<file path="src/rtl/seg7_scan_ctrl_if.sv">
// -----------------------------------------------------------------------------
// seg7_scan_ctrl_if
//   Frame-write handshake between a host and seg7_scan_ctrl.
//
//   wr_valid  host -> ctrl  frame-write request
//   wr_ready  ctrl -> host  controller can accept a frame
//   wr_data   host -> ctrl  digit n nibble = wr_data[4n+3:4n]
//   wr_dots   host -> ctrl  digit n decimal point = wr_dots[n]
//   wr_blank  host -> ctrl  digit n blanked when wr_blank[n] = 1
// -----------------------------------------------------------------------------
interface seg7_scan_ctrl_if;
  logic        wr_valid;
  logic        wr_ready;
  logic [15:0] wr_data;
  logic [3:0]  wr_dots;
  logic [3:0]  wr_blank;

  modport master (
    output wr_valid,
    output wr_data,
    output wr_dots,
    output wr_blank,
    input  wr_ready
  );

  modport slave (
    input  wr_valid,
    input  wr_data,
    input  wr_dots,
    input  wr_blank,
    output wr_ready
  );
endinterface

</file>
<file path="src/rtl/seg7_scan_ctrl.sv">
// -----------------------------------------------------------------------------
// seg7_scan_ctrl
//   Scan scheduler for a 4-digit seven-segment display. Holds an active frame
//   (nibble, dot, blank per digit), steps through the digits at a fixed slot
//   rate and drives the decoder inputs. A host frame write is staged and only
//   committed at a frame boundary, so a displayed frame is never mixed.
//
//   Optional feature macro: SEG7_DIM_EN
//     defined   -> dim_level port plus a DIM_BITS PWM counter gating digit_en
//     undefined -> digit_en = ~blank of the current digit
//
// Ports
//   CLK100_IN    in   1         100 MHz clock
//   rst_n        in   1         asynchronous active-low reset
//   wr           slave modport  frame-write handshake (seg7_scan_ctrl_if)
//   dim_level    in   DIM_BITS  brightness (SEG7_DIM_EN only)
//   seg_select   out  2         digit select to decoder
//   bin          out  4         nibble to decoder
//   dot          out  1         decimal point to decoder
//   digit_en     out  1         1 = current digit lit
//   frame_start  out  1         pulse in the first cycle of each digit-0 slot
//
// Write FSM
//   state     | meaning
//   S_IDLE    | ready for a frame; wr_valid captures into staging
//   S_PENDING | staging full; waits for the frame boundary to commit
// -----------------------------------------------------------------------------
module seg7_scan_ctrl #(
  parameter int SLOT_CYCLES = 100000,
  parameter int DIM_BITS    = 4
) (
  input  logic                CLK100_IN,
  input  logic                rst_n,
  seg7_scan_ctrl_if.slave     wr,
`ifdef SEG7_DIM_EN
  input  logic [DIM_BITS-1:0] dim_level,
`endif
  output logic [1:0]          seg_select,
  output logic [3:0]          bin,
  output logic                dot,
  output logic                digit_en,
  output logic                frame_start
);

  localparam int                CNT_W     = $clog2(SLOT_CYCLES);
  localparam logic [CNT_W-1:0]  SLOT_LAST = CNT_W'(SLOT_CYCLES - 1);

  if (SLOT_CYCLES < 2 || DIM_BITS < 1) begin : g_bad_param
    $error("seg7_scan_ctrl: SLOT_CYCLES must be >= 2 and DIM_BITS >= 1");
  end

  typedef enum logic {
    S_IDLE    = 1'b0,
    S_PENDING = 1'b1
  } wr_state_t;

  wr_state_t state_q;
  wr_state_t state_d;

  logic             capture;
  logic             commit;

  logic [CNT_W-1:0] slot_cnt;
  logic             slot_tc;
  logic             frame_bnd;
  logic [1:0]       sel_nxt;

  logic [3:0][3:0]  stg_data;
  logic [3:0]       stg_dots;
  logic [3:0]       stg_blank;

  logic [3:0][3:0]  act_data;
  logic [3:0]       act_dots;
  logic [3:0]       act_blank;

  logic [3:0][3:0]  act_data_nxt;
  logic [3:0]       act_dots_nxt;
  logic [3:0]       act_blank_nxt;

  logic             lit_nxt;

  // ---------------------------------------------------------------------------
  // Slot timing
  // ---------------------------------------------------------------------------
  assign slot_tc   = (slot_cnt == SLOT_LAST);
  assign frame_bnd = slot_tc && (seg_select == 2'd3);
  assign sel_nxt   = slot_tc ? seg_select + 2'd1 : seg_select;

  always_ff @(posedge CLK100_IN or negedge rst_n) begin
    if (!rst_n) begin
      slot_cnt    <= '0;
      seg_select  <= 2'd0;
      frame_start <= 1'b0;
    end else begin
      slot_cnt    <= slot_tc ? '0 : slot_cnt + CNT_W'(1);
      seg_select  <= sel_nxt;
      frame_start <= frame_bnd;
    end
  end

  // ---------------------------------------------------------------------------
  // Write FSM: state register / next state / outputs
  // ---------------------------------------------------------------------------
  always_ff @(posedge CLK100_IN or negedge rst_n) begin
    if (!rst_n) begin
      state_q <= S_IDLE;
    end else begin
      state_q <= state_d;
    end
  end

  always_comb begin
    state_d = state_q;
    case (state_q)
      S_IDLE:    if (wr.wr_valid) state_d = S_PENDING;
      S_PENDING: if (frame_bnd)   state_d = S_IDLE;
      default:   state_d = S_IDLE;
    endcase
  end

  // A capture in the boundary cycle happens in S_IDLE, so it cannot commit in
  // that same cycle; it waits for the next boundary.
  always_comb begin
    wr.wr_ready = 1'b0;
    capture     = 1'b0;
    commit      = 1'b0;
    case (state_q)
      S_IDLE: begin
        wr.wr_ready = 1'b1;
        capture     = wr.wr_valid;
      end
      S_PENDING: begin
        commit = frame_bnd;
      end
      default: ;
    endcase
  end

  // ---------------------------------------------------------------------------
  // Staging and active frames
  // ---------------------------------------------------------------------------
  always_ff @(posedge CLK100_IN or negedge rst_n) begin
    if (!rst_n) begin
      stg_data  <= '0;
      stg_dots  <= 4'h0;
      stg_blank <= 4'hF;
    end else if (capture) begin
      stg_data  <= wr.wr_data;
      stg_dots  <= wr.wr_dots;
      stg_blank <= wr.wr_blank;
    end
  end

  always_ff @(posedge CLK100_IN or negedge rst_n) begin
    if (!rst_n) begin
      act_data  <= '0;
      act_dots  <= 4'h0;
      act_blank <= 4'hF;
    end else if (commit) begin
      act_data  <= stg_data;
      act_dots  <= stg_dots;
      act_blank <= stg_blank;
    end
  end

  // Output registers look through the commit so the new frame is already on
  // bin/dot/digit_en in the first digit-0 cycle, aligned with seg_select.
  always_comb begin
    act_data_nxt  = commit ? stg_data  : act_data;
    act_dots_nxt  = commit ? stg_dots  : act_dots;
    act_blank_nxt = commit ? stg_blank : act_blank;
  end

  // ---------------------------------------------------------------------------
  // Digit enable (optional PWM dimming)
  // ---------------------------------------------------------------------------
`ifdef SEG7_DIM_EN
  logic [DIM_BITS-1:0] pwm_cnt;
  logic [DIM_BITS-1:0] pwm_nxt;

  // pwm_cnt tracks the position inside the slot (mod 2^DIM_BITS), restarting
  // at 0 with every slot.
  assign pwm_nxt = slot_tc ? '0 : pwm_cnt + DIM_BITS'(1);

  always_ff @(posedge CLK100_IN or negedge rst_n) begin
    if (!rst_n) begin
      pwm_cnt <= '0;
    end else begin
      pwm_cnt <= pwm_nxt;
    end
  end

  always_comb begin
    lit_nxt = ~act_blank_nxt[sel_nxt] &&
              ((dim_level == '1) || (pwm_nxt < dim_level));
  end
`else
  always_comb begin
    lit_nxt = ~act_blank_nxt[sel_nxt];
  end
`endif

  // ---------------------------------------------------------------------------
  // Decoder outputs
  // ---------------------------------------------------------------------------
  always_ff @(posedge CLK100_IN or negedge rst_n) begin
    if (!rst_n) begin
      bin      <= 4'h0;
      dot      <= 1'b0;
      digit_en <= 1'b0;
    end else begin
      bin      <= act_data_nxt[sel_nxt];
      dot      <= act_dots_nxt[sel_nxt];
      digit_en <= lit_nxt;
    end
  end

endmodule

</file>
<file path="src/flat_wrapper.sv">
// flat-port wrapper written by rule: the top's interface ports become plain ports
module seg7_scan_ctrl_flat 
#(
  parameter int SLOT_CYCLES = 100000,
  parameter int DIM_BITS    = 4
)
  (CLK100_IN, rst_n, seg_select, bin, dot, digit_en, frame_start, wr_wr_valid, wr_wr_data, wr_wr_dots, wr_wr_blank, wr_wr_ready);
  seg7_scan_ctrl_if wr_i ();
  input  logic CLK100_IN;
  input  logic rst_n;
  output logic [1:0] seg_select;
  output logic [3:0] bin;
  output logic dot;
  output logic digit_en;
  output logic frame_start;
  input wire logic [$bits(wr_i.wr_valid)-1:0] wr_wr_valid;
  input wire logic [$bits(wr_i.wr_data)-1:0] wr_wr_data;
  input wire logic [$bits(wr_i.wr_dots)-1:0] wr_wr_dots;
  input wire logic [$bits(wr_i.wr_blank)-1:0] wr_wr_blank;
  output wire logic [$bits(wr_i.wr_ready)-1:0] wr_wr_ready;
  assign wr_i.wr_valid = wr_wr_valid;
  assign wr_i.wr_data = wr_wr_data;
  assign wr_i.wr_dots = wr_wr_dots;
  assign wr_i.wr_blank = wr_wr_blank;
  assign wr_wr_ready = wr_i.wr_ready;
  seg7_scan_ctrl #(.SLOT_CYCLES(SLOT_CYCLES), .DIM_BITS(DIM_BITS)) u_core (.CLK100_IN(CLK100_IN), .rst_n(rst_n), .wr(wr_i), .seg_select(seg_select), .bin(bin), .dot(dot), .digit_en(digit_en), .frame_start(frame_start));
endmodule
</file>
<file path="config.mk">
export PLATFORM = sky130hd
export DESIGN_NAME = seg7_scan_ctrl_flat
export DESIGN_NICKNAME = d
export VERILOG_FILES = /design/src/rtl/seg7_scan_ctrl_if.sv /design/src/rtl/seg7_scan_ctrl.sv /design/src/flat_wrapper.sv
export SDC_FILE = /design/constraint.sdc
export NUM_CORES = 1
export LEC_CHECK = 0
export CORE_MARGIN = 3
export CORE_UTILIZATION = 35
export CTS_BUF_LIST = sky130_fd_sc_hd__clkbuf_4 sky130_fd_sc_hd__clkbuf_8
export CTS_CLUSTER_DIAMETER = 200
export CTS_CLUSTER_SIZE = 20
export DETAILED_ROUTE_END_ITERATION = 10
export GPL_TIMING_DRIVEN = 0
export PLACE_DENSITY = 0.65
export SYNTH_ARGS = -nofsm -noshare
export SYNTH_HDL_FRONTEND = slang
export SYNTH_SLANG_ARGS = --single-unit
</file>
<file path="constraint.sdc">
create_clock -name CLK100_IN -period 2.8 [get_ports CLK100_IN]
set_input_delay 0.7 -clock CLK100_IN [delete_from_list [all_inputs] [get_ports CLK100_IN]]
set_output_delay 0.7 -clock CLK100_IN [all_outputs]
set_load 0.05 [all_outputs]
</file>
==> results.txt <==
- After Yosys synthesis, full adders, half adders and majority gates account for 0.7921% of the synthesized area.
- The critical path in this run is classified as reg2reg.
- Dividing the detail-routed via count by the number of cells gives 4.980.
* Io pins: 37
- The biggest area contributor in the post-synthesis netlist is sky130_fd_sc_hd__dfrtp_1.
- Global-route wire length before repair: 10,030 um
* Std cell rows: 34
* Average wire per standard cell: 15.28 um
- Share of the synthesized area in the top cell type: 53.07%
* Distinct cells, synth: 34
* Detailed-routed wire length on met3: 218 um
* Most common cell after layout, fill and taps aside: sky130_fd_sc_hd__dfrtp_1
* Total DRC errors in the routed layout: 0
* Synthesis warning total: 0
- Vias: 1,972
- Across the routed clock network, the largest skew measured is 0.008712 ns.
- After detailed routing, the met2 layer carries 2793 um of wire.
* Post-Synth XOR/XNOR Area: 4.119%
- The initial antenna violation count was 0.
- Area overhead of the layout relative to synthesis: 26.10%
- The run finished with clean final reports.
* TritonCTS sink count: 75
* Horizontal extent of the die: 101.0 um
- In this run, placement finished with an instance count of 375.
- DR iter-0 viols: 90
- Setup slack of the most critical reg-to-reg path: 0.11 ns
* Post-Syn Area: 3159 um2
* Worst slew margin relative to its limit: 57.01%
- Y dimension of the die: 101.0 um
- Clk Latency, worst-skew pair: 0.35 ns
* Post-Synthesis Cells: 230
* Hold Crit Class: in2async
- In the synthesized netlist, mux cells make up 15.64% of the area.
* Final standard cell count with taps included and fillers excluded: 396
- FFs w/ async S/R, synth: 100.0%
- The highest metal layer carrying signal wires in the routed design is met4.
- The finished cells cover 3984 um2.
- For this run, the post-layout net count is 312.
* Slew at the pin closest to its max-slew limit: 0.6449 ns
- Hold_ws: 0.1898 ns
- Critical Path AT: 2.98 ns
* Most area-consuming cells after synthesis: sky130_fd_sc_hd__dfrtp_1 53%, sky130_fd_sc_hd__mux2_2 12%, sky130_fd_sc_hd__dfstp_2 6.7%
- The max-slew violation count came to 0.
* Crit path launch type: flop
- Final Routed Wirelength: 6049 um
- In this run, synthesis inferred 0 flip-flops with an integrated enable.
- Among all flip-flop cells after synthesis, the most frequent one is sky130_fd_sc_hd__dfrtp_1.
* Remaining antenna violation count after routing: 0
* Number of detailed-route iterations in the first pass: 4
* Data required time of the worst path: 3.09 ns
* Number of antenna cells inserted: 0
- Crit share post-route: 96.11%
* Dominant combinational cell family by area after synthesis: multiplexers
* Placeable Area: 8763 um2
- The die covers 10,200 um2.
- Complex-gate fraction of the synthesized area: 7.168%
- Hpwl dp: 4115 um
- Post-layout min period: 2.691 ns
- In this run the power density over the cells is 521.6 nW/um2.
- For this configuration, the core starts out at a cell density of 36.05%.
- Overflow after GRT: 0
- Routed length on met1: 2950 um
- Via count of the first global-routing pass: 2,054
- In this run the clock root is driven by a sky130_fd_sc_hd__clkbuf_8.
- Clock transition at the register clock pins on the worst setup and hold paths after CTS: 0.08 ns
- Final Core Density: 45.46%
- Setup repair after global routing could not meet its margin everywhere.
- Clock tree from TritonCTS: built
- Number of buffers created by CTS: 9
- Synthesis produced a netlist with a net count of 259.
- Standard cell area after detailed placement: 3684 um2
* Pre-CTS setup slack: -0.5646 ns
- The clock passes through at most 2 buffers.
- Ratio of cells with drive above 1 in the final layout: 29.86%
- Setup_tns: 0 ns
- Total power for the finished layout comes to 2.078 mW.
- Number of H-tree levels: 3
* Final WS setup: 0.1090 ns
- Number of hold violations in the final report: 0
- Capturing element type of the critical path: flop
* Total of endpoints with negative setup slack in the final report: 0
- Per-instance average area after synthesis: 13.74 um2
* Worst supply voltage drop on vdd: 0.0002265 V
- Critical path fanouts, max: 8
- Area share of and/or/nand/nor cells after synthesis: 10.77%
- During placement, the flow inserted port buffers numbering 36.
* Sequential fraction of the synthesis area: 59.72%
* Fmax: 371.6 MHz
- Routability-driven placement finished with a final weighted congestion of 0.7868.
- Most used cells in the layout excluding fill and tap cells: 66 x sky130_fd_sc_hd__dfrtp_1, 35 x sky130_fd_sc_hd__clkdlybuf4s50_1, 33 x sky130_fd_sc_hd__mux2_2
- Overall routing resource usage: 13.00%
* MaxCap Viol Count: 0
* Post-synthesis register bit count: 75
* Static leakage power: 1.904 nW
- Maximum number of pins on one net before global-route repair: 65
## final cells by class
cell class	count	area [um2]
plain buffers	8	41.29
clock buffers	11	145.1
clock inverters	5	52.55
fillers	804	4780
inverters	4	17.52
multi-input cells	142	1270
flip-flops and latches	75	1888
well taps	108	135.1
repair buffers	43	434.2
## flip-flops by register name (all words and copies together), names as in the netlist, 2 cells and up
signal	flops
u_core.act_blank	4
u_core.stg_blank	4
u_core.stg_dots	4
u_core.act_dots	4
u_core.slot_cnt	17
u_core.act_data	16
u_core.bin	4
u_core.stg_data	16
u_core.seg_select	2
## per-layer routing
metal | track usage (%) | up-vias
met5 | 0 | -
met4 | 4.601 | 0
met3 | 4.498 | 9
met2 | 19.75 | 35
met1 | 17.31 | 987
li1 | - | 941
## synth_stat cells, drive strengths merged, types with 2 or more instances
library cell	count
or4	2
xor2	7
nor2b	3
nor4	3
xnor2	7
nand4	2
and3	14
nand3	6
ha	2
o21ai	3
clkinv	2
and2	4
dfrtp	67
inv	2
nor2	11
a2111oi	12
nor3	2
nand2	7
a21o	12
dfstp	8
mux4	3
mux2	36
clkbuf	8
## worst paths after layout
| path | startpoint | end | cells after the start |
|---|---|---|---|
| worst max-delay path | u_core.slot_cnt[5]$_DFF_PN0_ | u_core.digit_en$_DFF_PN0_ | 7 |
| worst min-delay path | rst_n | u_core.stg_dots[2]$_DFFE_PN0P_ | 1 |
| worst max register to register | u_core.slot_cnt[5]$_DFF_PN0_ | u_core.digit_en$_DFF_PN0_ | 7 |
| worst min register to register | u_core.slot_cnt[0]$_DFF_PN0_ | u_core.slot_cnt[0]$_DFF_PN0_ | 1 |
| max in group asynchronous | rst_n | u_core.act_blank[1]$_DFF_PN1_ | 2 |
| min in group CLK100_IN | u_core.slot_cnt[0]$_DFF_PN0_ | u_core.slot_cnt[0]$_DFF_PN0_ | 1 |
## worst max-delay path, cell delays in order (launching register included)
cell	delay, ns
sky130_fd_sc_hd__dfrtp_1	0.43
sky130_fd_sc_hd__or4bb_1	0.57
sky130_fd_sc_hd__nor4_4	0.28
sky130_fd_sc_hd__buf_6	0.19
sky130_fd_sc_hd__mux2i_4	0.38
sky130_fd_sc_hd__clkinv_2	0.23
sky130_fd_sc_hd__a2111oi_0	0.38
sky130_fd_sc_hd__or4_1	0.18
## repair_timing
item	CTS	global route
pin swaps	1	0
setup buffers	3	3
endpoints found under the setup margin	19	11
hold buffers	0	0
gates resized for setup	5	18
## cell families (layout without fill, tap and decap cells)
| family | count (synthesis) | after routing |
|---|---|---|
| fa+ha+maj | 2 | 2 |
| compound gates | 29 | 29 |
| buf+inv | 13 | 71 |
| xor+xnor | 14 | 14 |
| flops | 75 | 75 |
| simple gates | 57 | 57 |
| mux | 40 | 40 |
## power by group
group / switching [mW] / internal (mW) / total [mW] / leakage, nW
combinational: 0.0364 / 0.0677 / 0.104 / 0.847
sequential: 0.0220 / 1.13 / 1.16 / 0.954
clock: 0.377 / 0.441 / 0.818 / 0.103
total: 0.436 / 1.64 / 2.08 / 1.90
Power figures use the tool's default switching activity.
